**src/rtl/z80_io_pkg.sv**
```systemverilog
// ============================================================================
// Module  : z80_io_pkg
// Purpose : Shared definitions for the Z80 <-> RISC-V I/O mailbox: Z80-side
//           FSM state encoding, RISC-V register offsets and the bit positions
//           used in the status / trap / interrupt-enable words.
// Ports   : none (package)
// Rev     : 1.0 - initial release
// ============================================================================
`default_nettype none

package z80_io_pkg;

    // Z80 access sequencer states
    typedef enum logic [1:0] {
        ST_IDLE  = 2'd0,
        ST_STALL = 2'd1,
        ST_TRAP  = 2'd2,
        ST_DONE  = 2'd3
    } z80_state_t;

    // RISC-V word offsets; channel c uses C_RV_CH_BASE+2c (data) and +1 (status)
    localparam logic [5:0] C_RV_TRAP_STAT = 6'd0;
    localparam logic [5:0] C_RV_IRQ_EN    = 6'd1;
    localparam logic [5:0] C_RV_CH_BASE   = 6'd2;

    // Z80 STAT port bits
    localparam int C_ZSTAT_RX_NE = 0;
    localparam int C_ZSTAT_TX_NF = 1;

    // RISC-V channel status sticky bits
    localparam int C_CH_OVF = 0;
    localparam int C_CH_TMO = 1;

    // TRAP_STAT low bits
    localparam int C_TRAP_PEND = 0;
    localparam int C_TRAP_DIR  = 1;

    // IRQ_EN bits
    localparam int C_IRQ_TRAP = 0;
    localparam int C_IRQ_TX   = 1;

    // RISC-V data-register offset of channel c
    function automatic logic [5:0] rv_ch_data_ofs(input int c);
        return C_RV_CH_BASE + 6'(2 * c);
    endfunction

endpackage

`default_nettype wire

```
**src/rtl/io_fifo.sv**
```systemverilog
// ============================================================================
// Module  : io_fifo
// Purpose : Synchronous show-ahead FIFO with occupancy count. A push while
//           full is discarded, a pop while empty is ignored; a push and a pop
//           in the same cycle both take effect.
// Ports   : clk, reset (sync, active-high), i_push/i_pop, i_din -> o_dout
//           (head entry), o_count, o_empty, o_full
// Rev     : 1.0 - initial release
// ============================================================================
`default_nettype none

module io_fifo #(
    parameter int DEPTH = 16,
    parameter int DW    = 8
) (
    input  logic                     clk,
    input  logic                     reset,
    input  logic                     i_push,
    input  logic                     i_pop,
    input  logic [DW-1:0]            i_din,
    output logic [DW-1:0]            o_dout,
    output logic [$clog2(DEPTH):0]   o_count,
    output logic                     o_empty,
    output logic                     o_full
);

    localparam int AW = $clog2(DEPTH);

    logic [DW-1:0] r_mem [DEPTH];
    logic [AW-1:0] r_wr_ptr;
    logic [AW-1:0] r_rd_ptr;
    logic [AW:0]   r_count;
    logic          w_push_ok;
    logic          w_pop_ok;

    assign o_count   = r_count;
    assign o_empty   = (r_count == '0);
    assign o_full    = r_count[AW];          // count == DEPTH (DEPTH is 2^AW)
    assign o_dout    = r_mem[r_rd_ptr];
    assign w_push_ok = i_push & ~o_full;
    assign w_pop_ok  = i_pop & ~o_empty;

    // Storage carries no reset; a flush only clears the pointers and count.
    always_ff @(posedge clk) begin
        if (w_push_ok) begin
            r_mem[r_wr_ptr] <= i_din;
        end
    end

    always_ff @(posedge clk) begin
        if (reset) begin
            r_wr_ptr <= '0;
            r_rd_ptr <= '0;
            r_count  <= '0;
        end else begin
            if (w_push_ok) r_wr_ptr <= r_wr_ptr + 1'b1;
            if (w_pop_ok)  r_rd_ptr <= r_rd_ptr + 1'b1;
            case ({w_push_ok, w_pop_ok})
                2'b10:   r_count <= r_count + 1'b1;
                2'b01:   r_count <= r_count - 1'b1;
                default: r_count <= r_count;
            endcase
        end
    end

endmodule

`default_nettype wire

```
**src/rtl/z80_io_mailbox.sv**
```systemverilog
// ============================================================================
// Module  : z80_io_mailbox
// Purpose : Byte mailbox between a Z80 I/O bus and a RISC-V register port.
//           NUM_CH channels, each with an RX FIFO (RISC-V -> Z80) and a TX
//           FIFO (Z80 -> RISC-V). Z80 accesses to unmapped ports are trapped
//           and answered by the RISC-V through TRAP_STAT.
// Ports   : clk, reset (sync, active-high)
//           Z80   : z80_iord, z80_iowr, z80adr, z80do -> z80di, z80_io_ready
//           RISC-V: io_valid, rv_adr, rv_wdata, rv_wstr -> rv_rdata, rv_ready
//           irq   : level interrupt to the RISC-V
// Config  : IO_MAILBOX_TIMEOUT_EN - unanswered traps complete with 8'hFF after
//           TIMEOUT_CYCLES and set the channel-0 timeout sticky bit.
// Rev     : 1.0 - initial release
// ============================================================================
`default_nettype none

module z80_io_mailbox
    import z80_io_pkg::*;
#(
    parameter int         NUM_CH         = 2,
    parameter int         FIFO_DEPTH     = 16,
    parameter logic [7:0] BASE_PORT      = 8'h00,
    parameter int         TIMEOUT_CYCLES = 1024
) (
    input  logic        clk,
    input  logic        reset,
    input  logic        z80_iord,
    input  logic        z80_iowr,
    input  logic [7:0]  z80adr,
    input  logic [7:0]  z80do,
    output logic [7:0]  z80di,
    output logic        z80_io_ready,
    input  logic        io_valid,
    input  logic [5:0]  rv_adr,
    input  logic [31:0] rv_wdata,
    input  logic        rv_wstr,
    output logic [31:0] rv_rdata,
    output logic        rv_ready,
    output logic        irq
);

    localparam int CW = $clog2(FIFO_DEPTH) + 1;

    // ---------------- FIFO channel array ----------------
    logic [7:0]        w_rx_dout [NUM_CH];
    logic [7:0]        w_tx_dout [NUM_CH];
    logic [CW-1:0]     w_rx_cnt  [NUM_CH];
    logic [CW-1:0]     w_tx_cnt  [NUM_CH];
    logic [NUM_CH-1:0] w_rx_empty, w_rx_full, w_tx_empty, w_tx_full;
    logic [NUM_CH-1:0] w_rx_push, w_rx_pop, w_tx_push, w_tx_pop;
    logic [7:0]        w_cur_wdata;

    for (genvar c = 0; c < NUM_CH; c++) begin : g_ch
        io_fifo #(.DEPTH(FIFO_DEPTH), .DW(8)) u_rx (
            .clk(clk), .reset(reset),
            .i_push(w_rx_push[c]), .i_pop(w_rx_pop[c]), .i_din(rv_wdata[7:0]),
            .o_dout(w_rx_dout[c]), .o_count(w_rx_cnt[c]),
            .o_empty(w_rx_empty[c]), .o_full(w_rx_full[c])
        );
        io_fifo #(.DEPTH(FIFO_DEPTH), .DW(8)) u_tx (
            .clk(clk), .reset(reset),
            .i_push(w_tx_push[c]), .i_pop(w_tx_pop[c]), .i_din(w_cur_wdata),
            .o_dout(w_tx_dout[c]), .o_count(w_tx_cnt[c]),
            .o_empty(w_tx_empty[c]), .o_full(w_tx_full[c])
        );
    end

    // ---------------- Z80 side ----------------
    z80_state_t        r_state, w_next;
    logic              r_strb_d, w_strb, w_new, w_z_wr;
    logic [NUM_CH-1:0] w_dec_data, w_dec_stat, r_acc_oh, w_cur_oh;
    logic              w_dec_trap, r_acc_wr, w_cur_wr;
    logic [7:0]        r_acc_wdata;
    logic              w_sel_rx_ne, w_sel_tx_nf, w_stat_rx_ne, w_stat_tx_nf, w_data_go;
    logic [7:0]        w_sel_rx_dout;
    logic              w_di_load, w_acc_latch, w_trap_start, w_trap_clr;
    logic [7:0]        w_di_val;
    logic              r_pending, r_trap_wr;
    logic [7:0]        r_trap_port, r_trap_wdata;
    logic              w_trap_ans, w_to_fire;

    assign w_strb       = z80_iord | z80_iowr;
    assign w_new        = w_strb & ~r_strb_d;
    assign w_z_wr       = z80_iowr & ~z80_iord;
    assign z80_io_ready = (r_state == ST_DONE);

    always_comb begin
        w_dec_data = '0;
        w_dec_stat = '0;
        for (int c = 0; c < NUM_CH; c++) begin
            w_dec_data[c] = (z80adr == BASE_PORT + 8'(2 * c));
            w_dec_stat[c] = (z80adr == BASE_PORT + 8'(2 * c + 1));
        end
    end
    assign w_dec_trap = ~|{w_dec_data, w_dec_stat};

    // A stalled access works from the values latched when it started.
    assign w_cur_oh    = (r_state == ST_IDLE) ? w_dec_data : r_acc_oh;
    assign w_cur_wr    = (r_state == ST_IDLE) ? w_z_wr     : r_acc_wr;
    assign w_cur_wdata = (r_state == ST_IDLE) ? z80do      : r_acc_wdata;

    assign w_sel_rx_ne  = |(w_cur_oh & ~w_rx_empty);
    assign w_sel_tx_nf  = |(w_cur_oh & ~w_tx_full);
    assign w_stat_rx_ne = |(w_dec_stat & ~w_rx_empty);
    assign w_stat_tx_nf = |(w_dec_stat & ~w_tx_full);
    assign w_data_go    = w_cur_wr ? w_sel_tx_nf : w_sel_rx_ne;

    always_comb begin
        w_sel_rx_dout = '0;
        for (int c = 0; c < NUM_CH; c++) begin
            if (w_cur_oh[c]) w_sel_rx_dout = w_rx_dout[c];
        end
    end

    always_ff @(posedge clk) begin
        if (reset) r_state <= ST_IDLE;
        else       r_state <= w_next;
    end

    always_comb begin
        w_next       = r_state;
        w_rx_pop     = '0;
        w_tx_push    = '0;
        w_di_load    = 1'b0;
        w_di_val     = '0;
        w_acc_latch  = 1'b0;
        w_trap_start = 1'b0;
        w_trap_clr   = 1'b0;
        case (r_state)
            ST_IDLE: begin
                if (w_new) begin
                    w_acc_latch = 1'b1;
                    if (w_dec_trap) begin
                        w_trap_start = 1'b1;
                        w_next       = ST_TRAP;
                    end else if (|w_dec_stat) begin
                        if (!w_z_wr) begin
                            w_di_load                = 1'b1;
                            w_di_val[C_ZSTAT_RX_NE]  = w_stat_rx_ne;
                            w_di_val[C_ZSTAT_TX_NF]  = w_stat_tx_nf;
                        end
                        w_next = ST_DONE;
                    end else begin
                        w_next = w_data_go ? ST_DONE : ST_STALL;
                    end
                end
            end
            ST_STALL: if (w_data_go) w_next = ST_DONE;
            ST_TRAP: begin
                if (w_trap_ans) begin
                    w_di_load  = 1'b1;
                    w_di_val   = rv_wdata[7:0];
                    w_trap_clr = 1'b1;
                    w_next     = ST_DONE;
                end else if (w_to_fire) begin
                    w_di_load  = 1'b1;
                    w_di_val   = 8'hFF;
                    w_trap_clr = 1'b1;
                    w_next     = ST_DONE;
                end
            end
            ST_DONE: if (!z80_iord && !z80_iowr) w_next = ST_IDLE;
            default: w_next = ST_IDLE;
        endcase

        // Data-port side effect, either at the start of the access or the
        // first cycle a stalled access can proceed.
        if ((((r_state == ST_IDLE) && w_new && (|w_dec_data)) || (r_state == ST_STALL))
            && w_data_go) begin
            if (w_cur_wr) begin
                w_tx_push = w_cur_oh;
            end else begin
                w_rx_pop  = w_cur_oh;
                w_di_load = 1'b1;
                w_di_val  = w_sel_rx_dout;
            end
        end
    end

    always_ff @(posedge clk) begin
        if (reset) begin
            z80di        <= '0;
            r_strb_d     <= 1'b0;
            r_acc_oh     <= '0;
            r_acc_wr     <= 1'b0;
            r_acc_wdata  <= '0;
            r_pending    <= 1'b0;
            r_trap_wr    <= 1'b0;
            r_trap_port  <= '0;
            r_trap_wdata <= '0;
        end else begin
            r_strb_d <= w_strb;
            if (w_di_load) z80di <= w_di_val;
            if (w_acc_latch) begin
                r_acc_oh    <= w_dec_data;
                r_acc_wr    <= w_z_wr;
                r_acc_wdata <= z80do;
            end
            if (w_trap_start) begin
                r_trap_port  <= z80adr;
                r_trap_wr    <= w_z_wr;
                r_trap_wdata <= z80do;
                r_pending    <= 1'b1;
            end else if (w_trap_clr) begin
                r_pending <= 1'b0;
            end
        end
    end

    // ---------------- RISC-V side ----------------
    // rv_ready is high exactly in the cycle after the first io_valid cycle,
    // so masking with it isolates the first cycle of each request.
    logic              w_rv_first, w_rv_wr, w_rv_rd;
    logic [NUM_CH-1:0] w_rv_data, w_rv_stat, r_ovf;
    logic [1:0]        r_irq_en;
    logic [31:0]       w_rdata;
    logic              w_timeout;

    assign w_rv_first = io_valid & ~rv_ready;
    assign w_rv_wr    = w_rv_first & rv_wstr;
    assign w_rv_rd    = w_rv_first & ~rv_wstr;
    assign w_trap_ans = w_rv_wr & (rv_adr == C_RV_TRAP_STAT) & r_pending;

    always_comb begin
        w_rv_data = '0;
        w_rv_stat = '0;
        for (int c = 0; c < NUM_CH; c++) begin
            w_rv_data[c] = (rv_adr == rv_ch_data_ofs(c));
            w_rv_stat[c] = (rv_adr == rv_ch_data_ofs(c) + 6'd1);
        end
    end

    assign w_rx_push = {NUM_CH{w_rv_wr}} & w_rv_data;
    assign w_tx_pop  = {NUM_CH{w_rv_rd}} & w_rv_data;

    always_comb begin
        w_rdata = '0;
        if (rv_adr == C_RV_TRAP_STAT) begin
            w_rdata[23:16]      = r_trap_wdata;
            w_rdata[15:8]       = r_trap_port;
            w_rdata[C_TRAP_DIR] = r_trap_wr;
            w_rdata[C_TRAP_PEND]= r_pending;
        end else if (rv_adr == C_RV_IRQ_EN) begin
            w_rdata[1:0] = r_irq_en;
        end
        for (int c = 0; c < NUM_CH; c++) begin
            if (w_rv_data[c]) begin
                w_rdata[8]   = ~w_tx_empty[c];
                w_rdata[7:0] = w_tx_dout[c];
            end
            if (w_rv_stat[c]) begin
                w_rdata[23:16]    = 8'(w_rx_cnt[c]);
                w_rdata[15:8]     = 8'(w_tx_cnt[c]);
                w_rdata[C_CH_TMO] = (c == 0) ? w_timeout : 1'b0;
                w_rdata[C_CH_OVF] = r_ovf[c];
            end
        end
    end

    always_ff @(posedge clk) begin
        if (reset) begin
            rv_ready <= 1'b0;
            rv_rdata <= '0;
            r_irq_en <= '0;
            r_ovf    <= '0;
        end else begin
            rv_ready <= w_rv_first;
            if (w_rv_first) rv_rdata <= rv_wstr ? 32'h0 : w_rdata;
            if (w_rv_wr && (rv_adr == C_RV_IRQ_EN)) r_irq_en <= rv_wdata[1:0];
            for (int c = 0; c < NUM_CH; c++) begin
                if (w_rx_push[c] && w_rx_full[c])                 r_ovf[c] <= 1'b1;
                else if (w_rv_wr && w_rv_stat[c] && rv_wdata[C_CH_OVF]) r_ovf[c] <= 1'b0;
            end
        end
    end

`ifdef IO_MAILBOX_TIMEOUT_EN
    localparam int TOW = $clog2(TIMEOUT_CYCLES) + 1;
    logic [TOW-1:0] r_to_cnt;
    logic           r_timeout;

    assign w_to_fire = (r_state == ST_TRAP) && (r_to_cnt == TOW'(TIMEOUT_CYCLES - 1));
    assign w_timeout = r_timeout;

    always_ff @(posedge clk) begin
        if (reset) begin
            r_to_cnt  <= '0;
            r_timeout <= 1'b0;
        end else begin
            r_to_cnt <= (r_state == ST_TRAP) ? r_to_cnt + 1'b1 : '0;
            if ((r_state == ST_TRAP) && w_to_fire && !w_trap_ans) r_timeout <= 1'b1;
            else if (w_rv_wr && w_rv_stat[0] && rv_wdata[C_CH_TMO]) r_timeout <= 1'b0;
        end
    end
`else
    assign w_to_fire = 1'b0;
    assign w_timeout = 1'b0;
`endif

    assign irq = (r_irq_en[C_IRQ_TRAP] & r_pending) | (r_irq_en[C_IRQ_TX] & |(~w_tx_empty));

    logic w_unused;
    assign w_unused = &{1'b0, rv_wdata[31:8], (TIMEOUT_CYCLES > 0)};

endmodule

`default_nettype wire

```
**config.mk**
```make
export PLATFORM = sky130hd
export DESIGN_NAME = z80_io_mailbox
export DESIGN_NICKNAME = d
export VERILOG_FILES = /design/src/rtl/z80_io_pkg.sv /design/src/rtl/io_fifo.sv /design/src/rtl/z80_io_mailbox.sv
export SDC_FILE = /design/constraint.sdc
export NUM_CORES = 1
export LEC_CHECK = 0
export CAP_MARGIN = 25
export CORE_UTILIZATION = 40
export CTS_BUF_LIST = sky130_fd_sc_hd__clkbuf_8 sky130_fd_sc_hd__clkbuf_16
export CTS_CLUSTER_DIAMETER = 100
export DETAILED_ROUTE_END_ITERATION = 12
export PLACE_DENSITY_LB_ADDON = 0.08
export SKIP_CTS_REPAIR_TIMING = 1
export SLEW_MARGIN = 20
export SYNTH_ARGS = -nofsm -noshare
export SYNTH_HDL_FRONTEND = slang
export SYNTH_SLANG_ARGS = --single-unit
```
**constraint.sdc**
```tcl
create_clock -name clk -period 5.55 [get_ports clk]
set_clock_uncertainty 0.1 [all_clocks]
set_input_delay 1.11 -clock clk [delete_from_list [all_inputs] [get_ports clk]]
set_output_delay 1.11 -clock clk [all_outputs]
set_load 0.01 [all_outputs]
```
### Yosys cells after proc, flatten, opt, wreduce, memory -nomap -nowiden

Memories as Yosys holds them, arrays and structs flattened. A register that Yosys moved wholly into a read port is not among the register bits.
Index checks and enable logic that the tools add are counted.

* input bits: 60
* memory bits (writable): 512
* memories kept: 4
* flip-flop bits (word level): 129
* output and inout port bits: 43

* $add $sub $neg: 16
* muxes and demuxes: 77
* reductions and logical operators: 37
* bitwise operators: 40
* eq/ne operators: 23

Memory list
* g_ch[0].u_rx.r_mem: words 16, width 8, read ports 1, clocked after memory_dff 1, write ports 1, line io_fifo.sv:29 `logic [DW-1:0] r_mem [DEPTH];`
* g_ch[0].u_tx.r_mem: words 16, width 8, read ports 1, clocked after memory_dff 1, write ports 1, line io_fifo.sv:29
* g_ch[1].u_rx.r_mem: words 16, width 8, read ports 1, clocked after memory_dff 1, write ports 1, line io_fifo.sv:29
* g_ch[1].u_tx.r_mem: words 16, width 8, read ports 1, clocked after memory_dff 1, write ports 1, line io_fifo.sv:29

Operators with widths (count)
* 16-bit two-way mux: 3
* 8-bit two-way mux: 6
* 2-bit two-way mux: 20
* 5-bit one-hot mux with 2 select lines: 4
* 4-bit by 1-bit adder with 4-bit output, second input constant: 8
* 4-bit two-way mux: 8
* 1-bit two-way mux: 29
* 24-bit two-way mux: 1
* 5-bit by 1-bit adder with 5-bit output, second input constant: 4
* 5-bit zero test: 4
* 5-bit by 1-bit subtractor with 5-bit output, second input constant: 4
* 9-bit two-way mux: 2
* 1-bit AND: 17
* 8-bit by 2-bit == test with 1-bit output, second input constant: 2
* 2-bit nonzero test: 7
* 2-bit OR reduction: 7
* 2-bit AND: 6
* 2-bit == test, second input constant: 6
* 6-bit by 2-bit == test with 1-bit output, second input constant: 2
* 6-bit by 3-bit == test with 1-bit output, second input constant: 2
* 1-bit NOT: 12
* 1-bit logical AND: 11
* 2-bit by 1-bit == test with 1-bit output, second input constant: 5
* 8-bit by 1-bit == test with 1-bit output, second input constant: 1
* 16 further kinds: 22

### Logic depth before layout (Yosys ltp)

* depth after elaboration: 11
* mapped depth: 17
* mapped depth without buffers: 15

### Modules after synthesis

Synthesis repeated with hierarchy kept, for this count alone.

* cells, all modules: 1593
* area, all modules: 26482.9 µm²

By module, submodules not included
* io_fifo: area an instance 5738.0 µm², times used 4, seq. area each 4184.0 µm², cells each 294
* z80_io_mailbox: area an instance 3530.9 µm², times used 1, seq. area each 1381.3 µm², cells each 417

### Least setup slack after synthesis

OpenSTA, ideal clock, no wires.

* kind: input-to-reg
* start point: input port z80adr[7]
* end point: register g_ch[0].u_tx.r_count[4]
* arrival: 3996 ps
* setup time: 121 ps
* stages: 14
* buffers on the path: 1
* path slack: 1333 ps
* path through: nor4_4 > a41oi_2 > nor4_4 > inv_1 > ha_1 > clkbuf_1 > xor2_1 > ha_1 > a21oi_1 > nor2b_1 > o21ai_0 > a21o_1 > a31oi_1 > mux2_2

* cells in the longest elaborated chain, start to end: 10
* elaborated cells between the ends (all ways): 19

Ends and longest elaborated chain
* start: declaration: line z80_io_mailbox.sv:29 `input logic [7:0] z80adr,`
* 8-bit by 2-bit == test with 1-bit output / 8-bit zero test (equally long branches): line z80_io_mailbox.sv:91 `w_dec_data[c] = (z80adr == BASE_PORT + 8'(2 * c));`
* 2-bit two-way mux: line z80_io_mailbox.sv:98 `assign w_cur_oh = (r_state == ST_IDLE) ? w_dec_data : r_acc_oh;`
* 2-bit AND (on tied branches): line z80_io_mailbox.sv:102, z80_io_mailbox.sv:103
* 2-bit OR reduction (on tied branches): line z80_io_mailbox.sv:102, z80_io_mailbox.sv:103
* 1-bit two-way mux: line z80_io_mailbox.sv:106 `assign w_data_go = w_cur_wr ? w_sel_tx_nf : w_sel_rx_ne;`
* 1-bit logical AND: line z80_io_mailbox.sv:169 `&& w_data_go) begin`
* 2-bit two-way mux (*): line z80_io_mailbox.sv:168 `if ((((r_state == ST_IDLE) && w_new && (|w_dec_data)) || (r_state == ST_STALL))`
* 1-bit AND (*): line io_fifo.sv:40 `assign w_push_ok = i_push & ~o_full;`
* 2-bit by 1-bit == test with 1-bit output / 2-bit == test (equally long branches): line io_fifo.sv:58 `case ({w_push_ok, w_pop_ok})`
* 5-bit one-hot mux with 2 select lines / 2-bit nonzero test (equally long branches)
* end signal: assignment: line io_fifo.sv:59 `2'b10: r_count <= r_count + 1'b1;`
* end signal: assignment: line io_fifo.sv:60 `2'b01: r_count <= r_count - 1'b1;`
* end signal: assignment: line io_fifo.sv:61 `default: r_count <= r_count;`
* end: declaration: line io_fifo.sv:32 `logic [AW:0] r_count;`

Every way passes the cells marked *; elsewhere a longest branch is shown, timed or not.
A chain may end at the register's enable or synchronous reset.

### Worst setup path in the final report

* start point: input port z80adr[7]
* end point: register g_ch[1].u_rx.r_count[4]

* cells in the longest elaborated chain, start to end: 10
* elaborated cells between the ends (all ways): 19

Ends and longest elaborated chain
* 8-bit by 2-bit == test with 1-bit output / 8-bit zero test (equally long branches): line z80_io_mailbox.sv:91
* 2-bit two-way mux: line z80_io_mailbox.sv:98
* 2-bit AND (on tied branches): line z80_io_mailbox.sv:102, z80_io_mailbox.sv:103
* 2-bit OR reduction (on tied branches): line z80_io_mailbox.sv:102, z80_io_mailbox.sv:103
* 1-bit two-way mux: line z80_io_mailbox.sv:106
* 1-bit logical AND: line z80_io_mailbox.sv:169
* 2-bit two-way mux (*): line z80_io_mailbox.sv:168
* 1-bit AND (*): line io_fifo.sv:41 `assign w_pop_ok = i_pop & ~o_empty;`
* 2-bit by 1-bit == test with 1-bit output / 2-bit == test (equally long branches): line io_fifo.sv:58
* 5-bit one-hot mux with 2 select lines / 2-bit nonzero test (equally long branches)
* end signal: assignment: line io_fifo.sv:59
* end signal: assignment: line io_fifo.sv:60
* end signal: assignment: line io_fifo.sv:61
* end: declaration: line io_fifo.sv:32

Marks and branches as above.

==> impl_metrics.ini <==
[drt]
wl_per_cell_um = 23.4
ant_nets = 0
num_vias = 14300
firstDrtPassIters = 8
vias_per_cell = 5.38
drc = 0
drtIter0Drc = 1227
wirelength_um = 62000

[sta]
fin_crit_ns = 4.48
worst_pin_slew_ns = 1.03
setup_viol = 0
setup-tns-final_ns = 0
final.period_utilization = 0.807
fin_ws_ns = 1.07
worst_hold_slack_ns = 0.356
report.final.slew_viol_count = 0
rsz0062_at_grt = no
max_freq_mhz = 223
max-slew-margin-rel = 0.307
hold_viol_final = 0

[job]
max-cap-violations = 0

[finish]
regArea_sq_um = 18100
antenna_cells = 0
final_nets = 1843
syn_to_final_growth_pct = 15.7
multiInputGateArea_sq_um = 7760
fin_area_sq_um = 30500
drive_gt1_frac = 0.186
nFillCells = 5573

[synthesis]
synthArstFlopShare = 0
synth_area_sq_um = 26400
synth_flop_cell = edfxtp_1
yosysWarnings = 0
synth_cell_types = 66
ys_seq_area_frac = 0.687
synth_area_leader_cell = edfxtp_1
yosys-top-cells-area = edfxtp_1 58%, mux4_2 11%, dfxtp_1 10%, nor2_1 2.0%, mux2i_1 1.9%
ys_seq_elements = 649
syn_inst = 1639
synth_edf_count = 512
syn_area_per_cell_sq_um = 16.1
synth_top_area_frac = 0.583

[placed_design]
numPortBuffers = 70
dpl-instance-area_sq_um = 28200
hpwl_um = 39500
dp_slack_ns = 0.440
routabilityCongestion = 0.763

[setup_path]
cp-end-kind = flop
critical_path.max_stage_delay_ns = 0.58
cp_num_buf_inv = 1
worst-r2r-setup-slack_ns = 1.78
cp_slowest_cell = nor4_4
crit_arrival_ns = 4.87
cpLargestDelayFamily = simple AND/OR/NAND/NOR gates
path_class = in2reg
crit_path_start_kind = primary input
required_ns = 5.94
worstPathCellList = clkdlybuf4s50_1 -> nor4_4 -> a41oi_2 -> nor4_4 -> ha_1 -> xor2_1 -> ha_1 -> a21oi_1 -> nor2b_1 -> o21ai_0 -> a21o_1 -> a31oi_1 -> mux2_2
path_max_fanout = 9

[clock_network]
cts_tree = yes
clock-root-buffer = clkbuf_16
path_clk_slew_ns = 0.06
clk_latency_ns = 0.61
cts_max_path_buffers = 3
cts_made_buffers = 72
cts_sinks = 649
htreeDepth = 3

[global_route]
grt_pass1_vias = 14400
grt_pass1_wl_um = 93400
grt_overflow = 0
grt_usage = 0.188
grt_max_degree = 67
antenna_found_initial = 0

[floorplan]
fp-row-count = 93
io_pins = 103
initial_core_util = 0.407
dieArea_sq_um = 67000
dieHeight_um = 259
coreArea_sq_um = 64800
die_x_um = 259

[power]
p_per_area_nw_per_um2 = 355
ir_drop_mv = 0.266
leakagePower_nw = 9.76

[min_path]
hold_path_class = reg2reg

[status]
outcome = finished, final reports clean
==> path summary, 6_finish.rpt <==
kind / start / end / cells after the start
setup / recovery: z80adr[7] / g_ch[1].u_rx.o_count[4]$_SDFFE_PP0P_ / 13
hold / removal: r_acc_wdata[7]$_SDFFE_PP0N_ / r_acc_wdata[7]$_SDFFE_PP0N_ / 2
setup reg to reg: r_state[0]$_SDFFE_PP0P_ / g_ch[1].u_rx.o_count[4]$_SDFFE_PP0P_ / 14
hold reg to reg: r_acc_wdata[7]$_SDFFE_PP0N_ / r_acc_wdata[7]$_SDFFE_PP0N_ / 2
==> report_power, final <==
group	leakage (nW)	internal, mW	switching [mW]
sequential	5.73	5.48	0.0287
clock	1.22	2.77	1.93
combinational	2.81	0.135	0.476
total	9.76	8.39	2.43
==> layer usage <==
metal / track usage / share of wire
met2: 0.299 / 0.47
met5: 0 / 0
met1: 0.270 / 0.47
met4: 0.0465 / 0.020
met3: 0.0328 / 0.042
==> logic make-up (layout without fill, tap and decap cells) <==
logic type / after synthesis / count (layout) / share of synthesized area
buffers and inverters: 125 / 280 / 0.0203
AO/OA/AOI/OAI: 183 / 183 / 0.0471
XOR/XNOR: 43 / 43 / 0.0143
multiplexers: 204 / 204 / 0.142
adder cells (fa/ha/maj): 36 / 36 / 0.0171
other: 1 / 8 / 0.000142
flip-flops: 649 / 649 / 0.687
AND/OR/NAND/NOR: 398 / 398 / 0.0726
==> registers in the layout (all words and copies together) (netlist names), 8 cells and up, named ones only <==
register / cells
z80di: 8
r_acc_wdata: 8
g_ch.u_tx.r_rd_ptr: 8
g_ch.u_rx.o_count: 10
g_ch.u_tx.r_wr_ptr: 8
g_ch.u_tx.o_count: 10
r_trap_port: 8
g_ch.u_tx.r_mem: 256
g_ch.u_rx.r_mem: 256
r_trap_wdata: 8
g_ch.u_rx.r_rd_ptr: 8
g_ch.u_rx.r_wr_ptr: 8
rv_rdata: 24
==> layout make-up <==
cell class                 count  area share
clock inverter                50      0.0139
multi-input combinational    872       0.254
sequential                   649       0.594
inverter                      25     0.00308
tap                          855      0.0351
clock buffer                  78      0.0629
timing repair buffer         127      0.0369
==> cell usage in the layout, fill, tap and decap left out, types with 36 or more instances in the layout <==
cell type / instances
edfxtp_1: 512
nor2_1: 142
mux4_2: 133
dfxtp_1: 133
nand2_1: 111
clkbuf_16: 75
a21oi_1: 72
clkdlybuf4s50_1: 69
buf_4: 58
mux2i_1: 49
inv_1: 45
ha_1: 36
==> worst reg2reg max path: stages (launching register included) <==
cell     delay, ns
dfxtp_1       0.33
inv_1         0.10
ha_1          0.19
nor2b_1       0.29
a41oi_2       0.35
nor4_4        0.58
ha_1          0.42
xor2_1        0.18
ha_1          0.16
a21oi_1       0.07
nor2b_1       0.14
o21ai_0       0.08
a21o_1        0.17
a31oi_1       0.15
mux2_2        0.35
==> per-stage QoR <==
step,util,std cells,total power [mW]
after global placement,0.435,2528,6.21
after CTS,0.471,2656,11.0
after floorplan,-,1646,5.93
after global routing,0.471,2656,11.2
final,0.471,2656,10.8
after detailed placement,0.435,2528,6.24
==> cells in the mapped netlist, types with 16 or more instances <==
cell type / number
mux2i_1: 49
xor2_1: 29
nor2b_1: 22
nor3_1: 32
nor2_1: 142
nand2_1: 111
edfxtp_1: 512
inv_1: 25
a21oi_1: 72
dfxtp_1: 137
ha_1: 36
a211oi_1: 20
mux2_2: 22
mux4_2: 133
clkbuf_1: 62
o21ai_0: 16
Note: power is estimated with default switching activity, not from simulation.
